[config.mk]
export PLATFORM = sky130hd
export DESIGN_NAME = driver_matriz_generico
export DESIGN_NICKNAME = d
export VERILOG_FILES = /design/src/rtl/driver_matriz_generico.sv
export SDC_FILE = /design/constraint.sdc
export NUM_CORES = 1
export LEC_CHECK = 0
export CORE_MARGIN = 2
export CORE_UTILIZATION = 54
export CTS_BUF_LIST = sky130_fd_sc_hd__clkbuf_2 sky130_fd_sc_hd__clkbuf_4 sky130_fd_sc_hd__clkbuf_8
export DETAILED_ROUTE_END_ITERATION = 8
export HOLD_SLACK_MARGIN = 0.06
export PLACE_DENSITY_LB_ADDON = 0.1
export SLEW_MARGIN = 15
export SYNTH_ARGS = -nofsm -noshare
export SYNTH_HDL_FRONTEND = slang
export SYNTH_SLANG_ARGS = --single-unit
export TNS_END_PERCENT = 100
[constraint.sdc]
create_clock -name clock -period 2 [get_ports clock]
set_input_delay 0.3 -clock clock [delete_from_list [all_inputs] [get_ports clock]]
set_output_delay 0.3 -clock clock [all_outputs]
set_load 0.05 [all_outputs]
[src/rtl/driver_matriz_generico.sv]
// Row-scanning LED dot-matrix driver with per-frame PWM brightness, row blanking
// and a double-buffered frame so pattern updates never tear mid-scan.
module driver_matriz_generico #(
  parameter int LINHAS       = 8,
  parameter int COLUNAS      = 8,
  parameter int BRILHO_BITS  = 3,
  parameter int SUB_DIV      = 782,
  parameter bit ATIVO_LINHA  = 1'b1,
  parameter bit ATIVO_COLUNA = 1'b0
) (
  input  logic                       clock,
  input  logic                       reset,
  input  logic                       habilita,
  input  logic [LINHAS*COLUNAS-1:0]  padrao,
  input  logic                       atualiza,
  input  logic [BRILHO_BITS-1:0]     brilho,
  output logic [LINHAS-1:0]          linhas,
  output logic [COLUNAS-1:0]         colunas,
  output logic                       pendente,
  output logic                       troca,
  output logic                       fim_quadro
);

  localparam int DIV_W = $clog2(SUB_DIV);
  localparam int LIN_W = $clog2(LINHAS);
  localparam logic [DIV_W-1:0] DIV_MAX = DIV_W'(SUB_DIV - 1);
  localparam logic [LIN_W-1:0] LIN_MAX = LIN_W'(LINHAS - 1);

  logic [LINHAS*COLUNAS-1:0] buf_pend_q, buf_pend_d;
  logic [LINHAS*COLUNAS-1:0] buf_disp_q, buf_disp_d;
  logic [BRILHO_BITS-1:0]    brilho_q, brilho_d;
  logic [DIV_W-1:0]          cont_div_q, cont_div_d;
  logic [BRILHO_BITS-1:0]    fase_q, fase_d;
  logic [LIN_W-1:0]          linha_q, linha_d;
  logic                      pendente_q, pendente_d;
  logic [LINHAS-1:0]         linhas_q, linhas_d;
  logic [COLUNAS-1:0]        colunas_q, colunas_d;

  logic                      fim_div, fim_fase, fim_linha, blank;
  logic [COLUNAS-1:0]        row_bits, col_on;
  logic [LINHAS-1:0]         row_sel;

  always_comb begin
    fim_div    = (cont_div_q == DIV_MAX);
    fim_fase   = fim_div && (fase_q == '1);
    fim_linha  = fim_fase && (linha_q == LIN_MAX);
    fim_quadro = habilita && fim_linha;
    troca      = fim_quadro && pendente_q;

    cont_div_d = '0;
    fase_d     = '0;
    linha_d    = '0;
    if (habilita) begin
      cont_div_d = fim_div ? '0 : cont_div_q + 1'b1;
      fase_d     = fim_div ? fase_q + 1'b1 : fase_q;
      linha_d    = linha_q;
      if (fim_fase) linha_d = fim_linha ? '0 : linha_q + 1'b1;
    end

    // Swap uses the old pending frame even if atualiza lands on the same clock.
    buf_disp_d = troca ? buf_pend_q : buf_disp_q;
    brilho_d   = fim_quadro ? brilho : brilho_q;
    buf_pend_d = atualiza ? padrao : buf_pend_q;
    pendente_d = atualiza || (pendente_q && !troca);

    row_bits = buf_disp_q[linha_q*COLUNAS +: COLUNAS];
    blank    = (fase_q == '0) && (cont_div_q == '0);
    row_sel  = '0;
    row_sel[linha_q] = habilita;
    col_on   = (habilita && !blank && (fase_q <= brilho_q)) ? row_bits : '0;
    linhas_d  = ATIVO_LINHA  ? row_sel : ~row_sel;
    colunas_d = ATIVO_COLUNA ? col_on  : ~col_on;
  end

  always_ff @(posedge clock) begin
    if (reset) begin
      buf_pend_q <= '0;
      buf_disp_q <= '0;
      brilho_q   <= '0;
      cont_div_q <= '0;
      fase_q     <= '0;
      linha_q    <= '0;
      pendente_q <= 1'b0;
      linhas_q   <= {LINHAS{~ATIVO_LINHA}};
      colunas_q  <= {COLUNAS{~ATIVO_COLUNA}};
    end else begin
      buf_pend_q <= buf_pend_d;
      buf_disp_q <= buf_disp_d;
      brilho_q   <= brilho_d;
      cont_div_q <= cont_div_d;
      fase_q     <= fase_d;
      linha_q    <= linha_d;
      pendente_q <= pendente_d;
      linhas_q   <= linhas_d;
      colunas_q  <= colunas_d;
    end
  end

  assign linhas   = linhas_q;
  assign colunas  = colunas_q;
  assign pendente = pendente_q;

endmodule

* Word-level counts from Yosys, hierarchy flattened
Cells that the tools add are included.
** Word-level totals
- Bits in registers :: 164
- Bits in latches :: 0
- Memory bits (writable) :: 0
- ROM bits :: 0
- Input port bits :: 71
- Output and inout bits :: 19
- Memories :: 0
** Operators by class
- Add/subtract/negate cells :: 3
- $mul :: 0
- Divide/modulo/power cells :: 0
- $lt $le $gt $ge :: 3
- Equal/unequal tests :: 3
- Shift operators :: 1
- Muxes and demuxes :: 4
- Bitwise gates (word level) :: 3
- Reduce and logical (&&, ||, !) cells :: 16
** Operators by type and width (count)
- variable part select 64 x 7 -> 8 bit :: 1
- adder 10 x 1 -> 10 bit, second input constant :: 1
- equality test 10 bit, second input constant :: 1
- logical NOT 10 bit :: 1
- logical AND 1 bit :: 9
- bitwise AND 8 bit :: 1
- two-way mux 8 bit :: 1
- inverter 8 bit :: 1
- adder 3 x 1 -> 3 bit, second input constant :: 2
- equality test 3 bit, second input constant :: 2
- < comparator 3 x 4 -> 1 bit, second input constant :: 1
- demux 1 bit (select 3 bit) :: 1
- >= comparator 3 x 1 -> 1 bit, second input constant :: 1
- less-or-equal comparator 3 bit :: 1
- logical NOT 3 bit :: 1
- two-way mux 3 bit :: 1
- OR reduction 3 bit :: 1
- logical NOT 1 bit :: 2
- OR reduction 2 bit :: 1
- logical OR 1 bit :: 1
- two-way mux 1 bit :: 1
- inverter 1 bit :: 1

* Depth between registers and ports, before layout
Gate-level depths: netlist of the first run.
- Depth after elaboration :: 8
- Mapped depth :: 9
- Gate-level depth less buffers :: 7

* Worst setup path after synthesis of the first run
OpenSTA, ideal clock, no wires.
- Kind :: reg-to-output
- From :: reg linha_q[1]
- To :: out troca
- Arrival time :: 1425 ps
- Required time :: 1700 ps
- Path slack :: 275 ps
- Stages on the path, launching flop included :: 7
- Cell sequence :: dfxtp_1 ha_1 ha_1 and4_1 nand4_1 inv_2 buf_2
** Between the ends
- Word-level cells in the longest chain between the ends :: 4
** RTL lines
- start, declared :: RTL line 34 : logic [LIN_W-1:0] linha_q, linha_d;
- start signal, assigned :: RTL line 92 : linha_q <= linha_d;
- equality test 3 bit :: RTL line 46 : fim_linha = fim_fase && (linha_q == LIN_MAX);
- logical AND 1 bit :: RTL line 46
- logical AND 1 bit :: RTL line 47 : fim_quadro = habilita && fim_linha;
- logical AND 1 bit :: RTL line 48 : troca = fim_quadro && pendente_q;
- end, declared :: RTL line 20 : output logic troca,
No other way between the ends.

* Worst setup path in the final report of the first run
- From :: reg fase_q[1]
- To :: out troca
** Between the ends
- Word-level cells in the longest chain between the ends :: 5
** RTL lines
- start, declared :: RTL line 33 : logic [BRILHO_BITS-1:0] fase_q, fase_d;
- start signal, assigned :: RTL line 91 : fase_q <= fase_d;
- equality test 3 bit :: RTL line 45 : fim_fase = fim_div && (fase_q == '1);
- logical AND 1 bit :: RTL line 45
- logical AND 1 bit :: RTL line 46
- logical AND 1 bit :: RTL line 47
- logical AND 1 bit :: RTL line 48
No other way between the ends.

==> impl_metrics.toml, run 1 <==
[clocking]
numCtsBuffers = 17
cts_max_level = 4
cts_tree = "yes"
clockBufferDepth = 2
cts.sinks = 164
clock_latency_ns = 0.46
cts.root.buffer_cell = "clkbuf_8"
ctsHoldBuffers = 0
clkSlewWorstSetupHoldPaths_ns = 0.08

[routing]
drcViolationCount = 0
drtAntennaViolNets = 0
vias_per_cell = 5.29
routed_wl_mm = 14.4
wire_per_inst_um = 15.9
first_iter_violations = 309
dr_total_vias = 4800
drtPass1Iterations = 4

[sta]
finClkSkew_ns = 0.0144
rsz0062_at_grt = "true"
worstMarginPinSlew_ns = 0.587
holdWs_ns = 0.233
min_period_ns = 2.01
slew_headroom_pct = 60.9
final.period_utilization_pct = 100
max_freq_mhz = 498
worst_slack_ns = -0.00689
hold_viol = 0
slew_viol_final = 0
finalSetupViolCount = 1

[critical_path]
reg2regPathDepth = 9
r2r_slack_ns = 0.12
cp-end-kind = "output port"
path_class = "flip-flop to output port"
start_kind = "flip-flop"
cp.required_ns = 1.70
r2r_start = "fase_q[1]"
cp.arrival_ns = 1.71
worstPathMaxFanout = 3
r2r-end = "buf_disp_q[56]"

[die]
die_area_um2 = 12600
die_w_um = 112
pin_count = 90
row_count = 39
initial_core_util_pct = 55.4
coreArea_um2 = 11500
dieHeight_um = 112

[placement]
port-buffer-count = 89
gp_congestion = 0.797
dpl.hpwl_mm = 10.2
pre_cts_ws_ns = 0.0866

[yosys]
synth_top_area_share_pct = 51.7
syn-num-nets = 743
syn_avg_cell_area_um2 = 9.61
ys_top_cells_by_area = "dfxtp_1 52%, mux2i_1 11%, nand2_1 8.1%"
synth.distinct_cells = 32
ys.flop_type = "dfxtp_1"
synth.top_cells.by_count = "164 x dfxtp_1, 137 x nand2_1, 83 x nor2_1"
ys_seq_area_share_pct = 51.7
yosysTopAreaCell = "dfxtp_1"
yosys_warnings = 0
ys_seq_elements = 164
syn_area_um2 = 6350
ys_async_sr_fraction_pct = 0
synth_edf_count = 0
syn_inst = 661
synth_most_common_cell = "dfxtp_1"

[status]
failed_checks = "negative setup slack"
status = "finished, violations left"

[cells_and_area]
num_antenna_cells = 0
multi_input_area_um2 = 2870
n_fill_cell = 901
seq_area_um2 = 3290
syn2layout_area_growth_pct = 25.1
final_net_count = 834
layout-drive-gt1-share_pct = 13.5

[pwr]
leakage_uw = 0.00308
power.total_uw = 6280
p_per_area_nw_per_um2 = 790
ir_drop_mv = 0.493

[global_routing]
grt_usage_pct = 24.2
grt_max_degree = 133
gr-total-overflow = 0
grt_antenna_before_repair = 0
grt_pass1_wl_mm = 23.9
grt_pass1_vias = 4781

[min_path]
hp-start = "reset"
hp-class = "input pin to flip-flop"
hold_depth = 3
holdPathEnd = "cont_div_q[1]"

[job]
max_cap_viol_count = 0
[worst max path at each step]
stage               start             end  cells past startpoint
3_5_place_dp     habilita  buf_disp_q[27]                      7
2_1_floorplan  linha_q[1]           troca                      6
5_1_grt        linha_q[0]           troca                      6
6_report        fase_q[1]           troca                      6
3_3_place_gp     habilita  buf_disp_q[27]                      7
4_1_cts         fase_q[1]           troca                      6
[layer usage]
metal	global-route usage, %	up-vias	routed length, um
met5	0	-	0
met4	9.51	0	307
li1	-	2401	-
met1	31.8	2235	6380
met2	39.1	137	6920
met3	5.56	27	792
[power by group]
group | internal (uW) | switching (uW) | total [uW]
Clock | 1340 | 1170 | 2500
Sequential | 3340 | 52.1 | 3390
Combinational | 220 | 162 | 382
Total | 4900 | 1380 | 6280
[layout by cell type, fill, tap and decap left out, types with 8 or more instances in the layout]
| cell | count |
|---|---|
| mux4_2 | 16 |
| clkdlybuf4s50_1 | 85 |
| a21oi_1 | 68 |
| nand2_1 | 137 |
| mux2i_1 | 69 |
| buf_4 | 26 |
| nand3_1 | 11 |
| dfxtp_1 | 157 |
| mux2_2 | 8 |
| clkbuf_8 | 23 |
| nor2_1 | 83 |
[critical path: stages (launching register included)]
cell	delay [ns]
dfxtp_2	0.36
ha_4	0.14
ha_4	0.12
and4_1	0.17
nand4_1	0.17
inv_2	0.13
buf_12	0.14
[cell type report]
type / count / share of cell area [%]
multi-input combinational: 446 / 36.2
clock buffer: 25 / 4.17
inverter: 7 / 0.331
timing repair buffer: 116 / 14.4
tap: 143 / 2.25
sequential: 164 / 41.5
clock inverter: 7 / 1.18
[cell families after synthesis]
kind of cell	share of synthesized area, %
flops	51.7
simple gates	17.3
xor+xnor	1.24
buf+inv	3.94
fa+ha+maj	2.17
mux	18.0
compound gates	5.65
[registers in the layout (all words and copies together), names as in the netlist]
register,cells
fase_q,3
brilho_q,3
cont_div_q,10
linha_q,3
linhas,8
buf_pend_q,64
buf_disp_q,64
colunas,8
pendente,1
[through the flow]
stage               instance area [um2]  TNS (ns)  util, %  cells
finish                             7940  -0.00689     69.3    908
global route                       7940    -0.145     69.3    908
CTS                                7930   -0.0374     69.1    906
detailed placement                 7380         0     64.4    867
global placement                   7380         0     64.4    867
floorplan                          6350         0        -    661
[timing repair]
action / 4_1_cts / 5_1_grt
resized for setup: 16 / 2
endpoints found under the setup margin: 2 / 2
pin swaps: 2 / 1
cloned: 0 / 0
buffers inserted: 7 / 2
No activity file was read; power rests on OpenSTA's default activity.
==> run 2: changes to the inputs <==
--- a/config.mk
+++ b/config.mk
@@ -11,6 +11,7 @@
 export DETAILED_ROUTE_END_ITERATION = 8
 export HOLD_SLACK_MARGIN = 0.06
 export PLACE_DENSITY_LB_ADDON = 0.1
+export RECOVER_POWER = 25
 export SLEW_MARGIN = 15
 export SYNTH_ARGS = -nofsm -noshare
 export SYNTH_HDL_FRONTEND = slang
==> impl_metrics.toml, run 2 (synthesis results as in run 1) <==
[die]
die_area_um2 = 12600
dieHeight_um = 112
coreArea_um2 = 11500
pin_count = 90
row_count = 39
initial_core_util_pct = 55.4
die_w_um = 112

[clocking]
cts.root.buffer_cell = "clkbuf_8"
cts_max_level = 4
clkSlewWorstSetupHoldPaths_ns = 0.08
cts.sinks = 164
clockBufferDepth = 2
numCtsBuffers = 17
clock_latency_ns = 0.46
cts_tree = "yes"

[cells_and_area]
layout.cells.most_common_list = "157 x dfxtp_1, 137 x nand2_1, 85 x clkdlybuf4s50_1"
final_net_count = 834
syn2layout_area_growth_pct = 24.8
num_antenna_cells = 0
largestRegisters = "buf_disp_q x64, buf_pend_q x64, cont_div_q x10"
final_common_cell = "dfxtp_1"
final_cells = 908
layout-drive-gt1-share_pct = 13.3

[placement]
dpl.hpwl_mm = 10.2
port-buffer-count = 89
gp_congestion = 0.797
dp.cells = 867

[pwr]
power_switching_uw = 1380
leakage_uw = 0.00307
p_sw_share_pct = 22.0
seqPwrFrac_pct = 54.1
combPwrFrac_pct = 6.0
clock_power_share_pct = 39.9
p_per_area_nw_per_um2 = 792
power.total_uw = 6270
intPower_uw = 4890
ir_drop_mv = 0.493

[critical_path]
crit_family = "flip-flops"
critPathBufInv = 2
critical_path_depth = 6
r2r_slack_ns = 0.10
crit_path_cell_trace = "ha_4, ha_4, and4_1, nand4_1, inv_2, buf_12"
critPathMostFrequentCell = "ha_4"
worstPathMaxFanout = 3
path_class = "flip-flop to output port"
r2r-end = "buf_disp_q[56]"
cp-end-kind = "output port"
crit_slowest_cell = "dfxtp_2"
cp.required_ns = 1.70
cp.arrival_ns = 1.71
r2r_start = "fase_q[1]"
startpoint = "fase_q[1]"
start_kind = "flip-flop"
critPathCapture = "troca"
max_stage_delay_ns = 0.36
reg2regPathDepth = 9

[job]
max_cap_viol_count = 0

[routing]
dr_total_vias = 4799
first_iter_violations = 309
wire_per_inst_um = 15.9
routed_wl_mm = 14.4
drcViolationCount = 0
drtAntennaViolNets = 0
vias_per_cell = 5.29
drtPass1Iterations = 4

[sta]
max_freq_mhz = 498
finalSetupViolCount = 1
min_period_ns = 2.01
finClkSkew_ns = 0.0145
worstMarginPinSlew_ns = 1.43
slew_headroom_pct = 4.76
rsz0062_at_grt = "true"
hold_viol = 0
slew_viol_final = 0
worst_slack_ns = -0.00712
final.period_utilization_pct = 100

[min_path]
hp-class = "input pin to flip-flop"

[global_routing]
grt_pass1_vias = 4781
grt_usage_pct = 24.2
grt_pass1_wl_mm = 23.9
gr-total-overflow = 0
grt_max_degree = 133
grt_antenna_before_repair = 0

[status]
status = "finished, violations left"
failed_checks = "negative setup slack"
==> run 2: cell count changes in the layout (fill, tap and decap cells not counted), sizes merged <==
cell,delta
clkbuf,+2
buf,-2
==> run 2: cell type report <==
type	count	area [um2]
Fill cell	902	3540
Sequential cell	164	3290
Multi-Input combinational cell	446	2870
Timing Repair Buffer	116	1130
Clock buffer	25	332
Tap cell	143	179
Clock inverter	7	93.8
Inverter	7	26.3
==> run 2: layer usage <==
metal  track usage, %  routed length (um)  up-vias
met5                0                   0        -
met4             9.51                 336        0
met3             5.56                 743       29
met2             39.1                6890      133
met1             31.8                6430     2235
li1                 -                   -     2402
==> run 2: worst min-delay path: stages <==
cell and delay (ns):
clkbuf_1 0.13, nor2b_1 0.09, and3_1 0.18
==> run 2: what timing repair did <==
item                       CTS  global route
setup buffers                7             2
setup endpoints to repair    2             2
resized for setup           16             2
hold buffers                 0             0
pin swaps                    2             1
==> run 2: stage by stage <==
| step | hold slack, ns | setup slack (ns) | util [%] | cell area [um2] | TNS (ns) |
|---|---|---|---|---|---|
| floorplan | 0.429 | 0.275 | - | 6350 | 0 |
| global placement | 0.436 | 0.0896 | 64.4 | 7380 | 0 |
| detailed placement | 0.445 | 0.0866 | 64.4 | 7380 | 0 |
| CTS | 0.206 | -0.0287 | 69.1 | 7930 | -0.0374 |
| global route | 0.279 | -0.0928 | 69.1 | 7930 | -0.219 |
| finish | 0.283 | -0.00712 | 69.1 | 7930 | -0.00712 |
==> run 2: worst min path at each step <==
stage,from,cells past startpoint,endpoint,slack (ns)
6_report,reset,3,cont_div_q[1],0.28
5_1_grt,reset,3,cont_div_q[1],0.28
4_1_cts,reset,3,cont_div_q[1],0.21
3_5_place_dp,buf_disp_q[3],2,buf_disp_q[3],0.44
3_3_place_gp,buf_disp_q[37],2,buf_disp_q[37],0.44
2_1_floorplan,buf_disp_q[32],2,buf_disp_q[32],0.43
==> run 2: power groups by stage <==
stage | sequential [uW] | clock, uW | combinational, uW
floorplan | 3460 | 0 | 189
global placement | 3470 | 0 | 372
detailed placement | 3470 | 0 | 382
CTS | 3400 | 2540 | 386
global route | 3400 | 2670 | 413
finish | 3390 | 2500 | 379
==> run 3: changes to the inputs <==
--- a/config.mk
+++ b/config.mk
@@ -10,6 +10,7 @@
 export CTS_BUF_LIST = sky130_fd_sc_hd__clkbuf_2 sky130_fd_sc_hd__clkbuf_4 sky130_fd_sc_hd__clkbuf_8
 export DETAILED_ROUTE_END_ITERATION = 8
 export HOLD_SLACK_MARGIN = 0.06
+export MAX_ROUTING_LAYER = met4
 export PLACE_DENSITY_LB_ADDON = 0.1
 export RECOVER_POWER = 25
 export SLEW_MARGIN = 15
==> impl_metrics.toml, run 3 (synthesis results as in run 1) <==
[status]
status = "finished, violations left"
failed_checks = "negative setup slack"

[clocking]
cts_max_level = 4
cts.sinks = 164
clock_latency_ns = 0.46
ctsHoldBuffers = 0
cts.root.buffer_cell = "clkbuf_8"
clockBufferDepth = 2
numCtsBuffers = 17
clkSlewWorstSetupHoldPaths_ns = 0.08
cts_tree = "yes"

[critical_path]
reg2regPathDepth = 9
critPathBufInv = 2
worstPathMaxFanout = 3
crit_family = "flip-flops"
start_kind = "flip-flop"
path_class = "flip-flop to output port"
critPathMostFrequentCell = "ha_4"
max_stage_delay_ns = 0.36
crit_slowest_cell = "dfxtp_2"
cp.required_ns = 1.70
cp.arrival_ns = 1.71
crit_path_cell_trace = "ha_4, ha_4, and4_1, nand4_1, inv_2, buf_12"
cp-end-kind = "output port"
critical_path_depth = 6

[sta]
setup-tns-final_ns = -0.0110
min_period_ns = 2.01
hold_viol = 0
rsz0062_at_grt = "true"
max_freq_mhz = 497
slew_viol_final = 0
worst_slack_ns = -0.0110
finClkSkew_ns = 0.0137
slew_headroom_pct = 5.49
final.period_utilization_pct = 101
worstMarginPinSlew_ns = 1.42
finalSetupViolCount = 1

[pwr]
power.total_uw = 6280
p_per_area_nw_per_um2 = 792
ir_drop_mv = 0.494
leakage_uw = 0.00307

[job]
max_cap_viol_count = 0

[global_routing]
grt_usage_pct = 25.0
grt_antenna_before_repair = 0
grt_pass1_vias = 4773
grt_max_degree = 133
gr-total-overflow = 0
grt_pass1_wl_mm = 24.0

[cells_and_area]
fin_util_pct = 69.1
final_net_count = 834
syn2layout_area_growth_pct = 24.8
largestRegisters = "buf_disp_q x64, buf_pend_q x64, cont_div_q x10"
num_antenna_cells = 0
layout-drive-gt1-share_pct = 13.3
n_fill_cell = 902
layout.cells.most_common_list = "157 x dfxtp_1, 137 x nand2_1, 85 x clkdlybuf4s50_1"
final_common_cell = "dfxtp_1"
fin_area_um2 = 7930

[die]
die_area_um2 = 12600
coreArea_um2 = 11500
row_count = 39
dieHeight_um = 112
pin_count = 90
initial_core_util_pct = 55.4
die_w_um = 112

[routing]
first_iter_violations = 319
vias_per_cell = 5.27
wire_per_inst_um = 15.9
drcViolationCount = 0
routed_wl_mm = 14.4
dr_total_vias = 4789
drtAntennaViolNets = 0
drtPass1Iterations = 4

[placement]
dpl.hpwl_mm = 10.2
placed_cell_area_um2 = 7380
gp_congestion = 0.808
port-buffer-count = 89

[min_path]
hold_depth = 3
hp-class = "input pin to flip-flop"
-- run 3: where the power goes --
group	internal [uW]	switching (uW)	total (uW)
registers	3340	52.0	3390
logic	217	161	378
clock network	1340	1170	2510
-- run 3: routing by layer --
layer / GRT usage (%) / wire [um] / vias up
met1: 32.0 / 6490 / 2236
met4: 8.78 / 336 / 0
met3: 6.05 / 713 / 31
met5: - / 0 / -
li1: - / - / 2402
met2: 39.0 / 6870 / 120
-- run 3: path summary, 6_finish.rpt --
kind,start,end,slack (ns)
worst min-delay path,reset,cont_div_q[1],0.28
worst min register to register,buf_disp_q[42],buf_disp_q[42],0.46
worst max register to register,fase_q[1],buf_disp_q[56],0.10
worst max-delay path,fase_q[1],troca,-0.01
-- run 3: repair_timing --
action / CTS / global route
setup endpoints to repair: 2 / 2
setup buffers: 7 / 2
gates resized for setup: 16 / 2
cloned: 0 / 0
endpoints found under the hold margin: 0 / 0
pin swaps: 2 / 1
-- run 3: metrics by stage --
stage	std cells	hold WS (ns)	worst slack, ns
CTS	906	0.206	-0.0287
floorplan	661	0.429	0.275
finish	908	0.281	-0.0110
detailed placement	867	0.445	0.0866
global route	908	0.277	-0.0948
global placement	867	0.436	0.0896
-- run 3: area by class of cell --
class	instances	area [um2]	share of cell area [%]
clock buffer	25	332	4.18
clock inverter	7	93.8	1.18
inverter	7	26.3	0.331
multi-input combinational	446	2870	36.2
sequential	164	3290	41.6
tap	143	179	2.26
timing repair buffer	116	1130	14.3
-- run 3: tightest hold or removal path, delay by kind of cell --
kind	cells	cell delay, ns
and+or+nand+nor	2	0.27
buffers and inverters	1	0.13
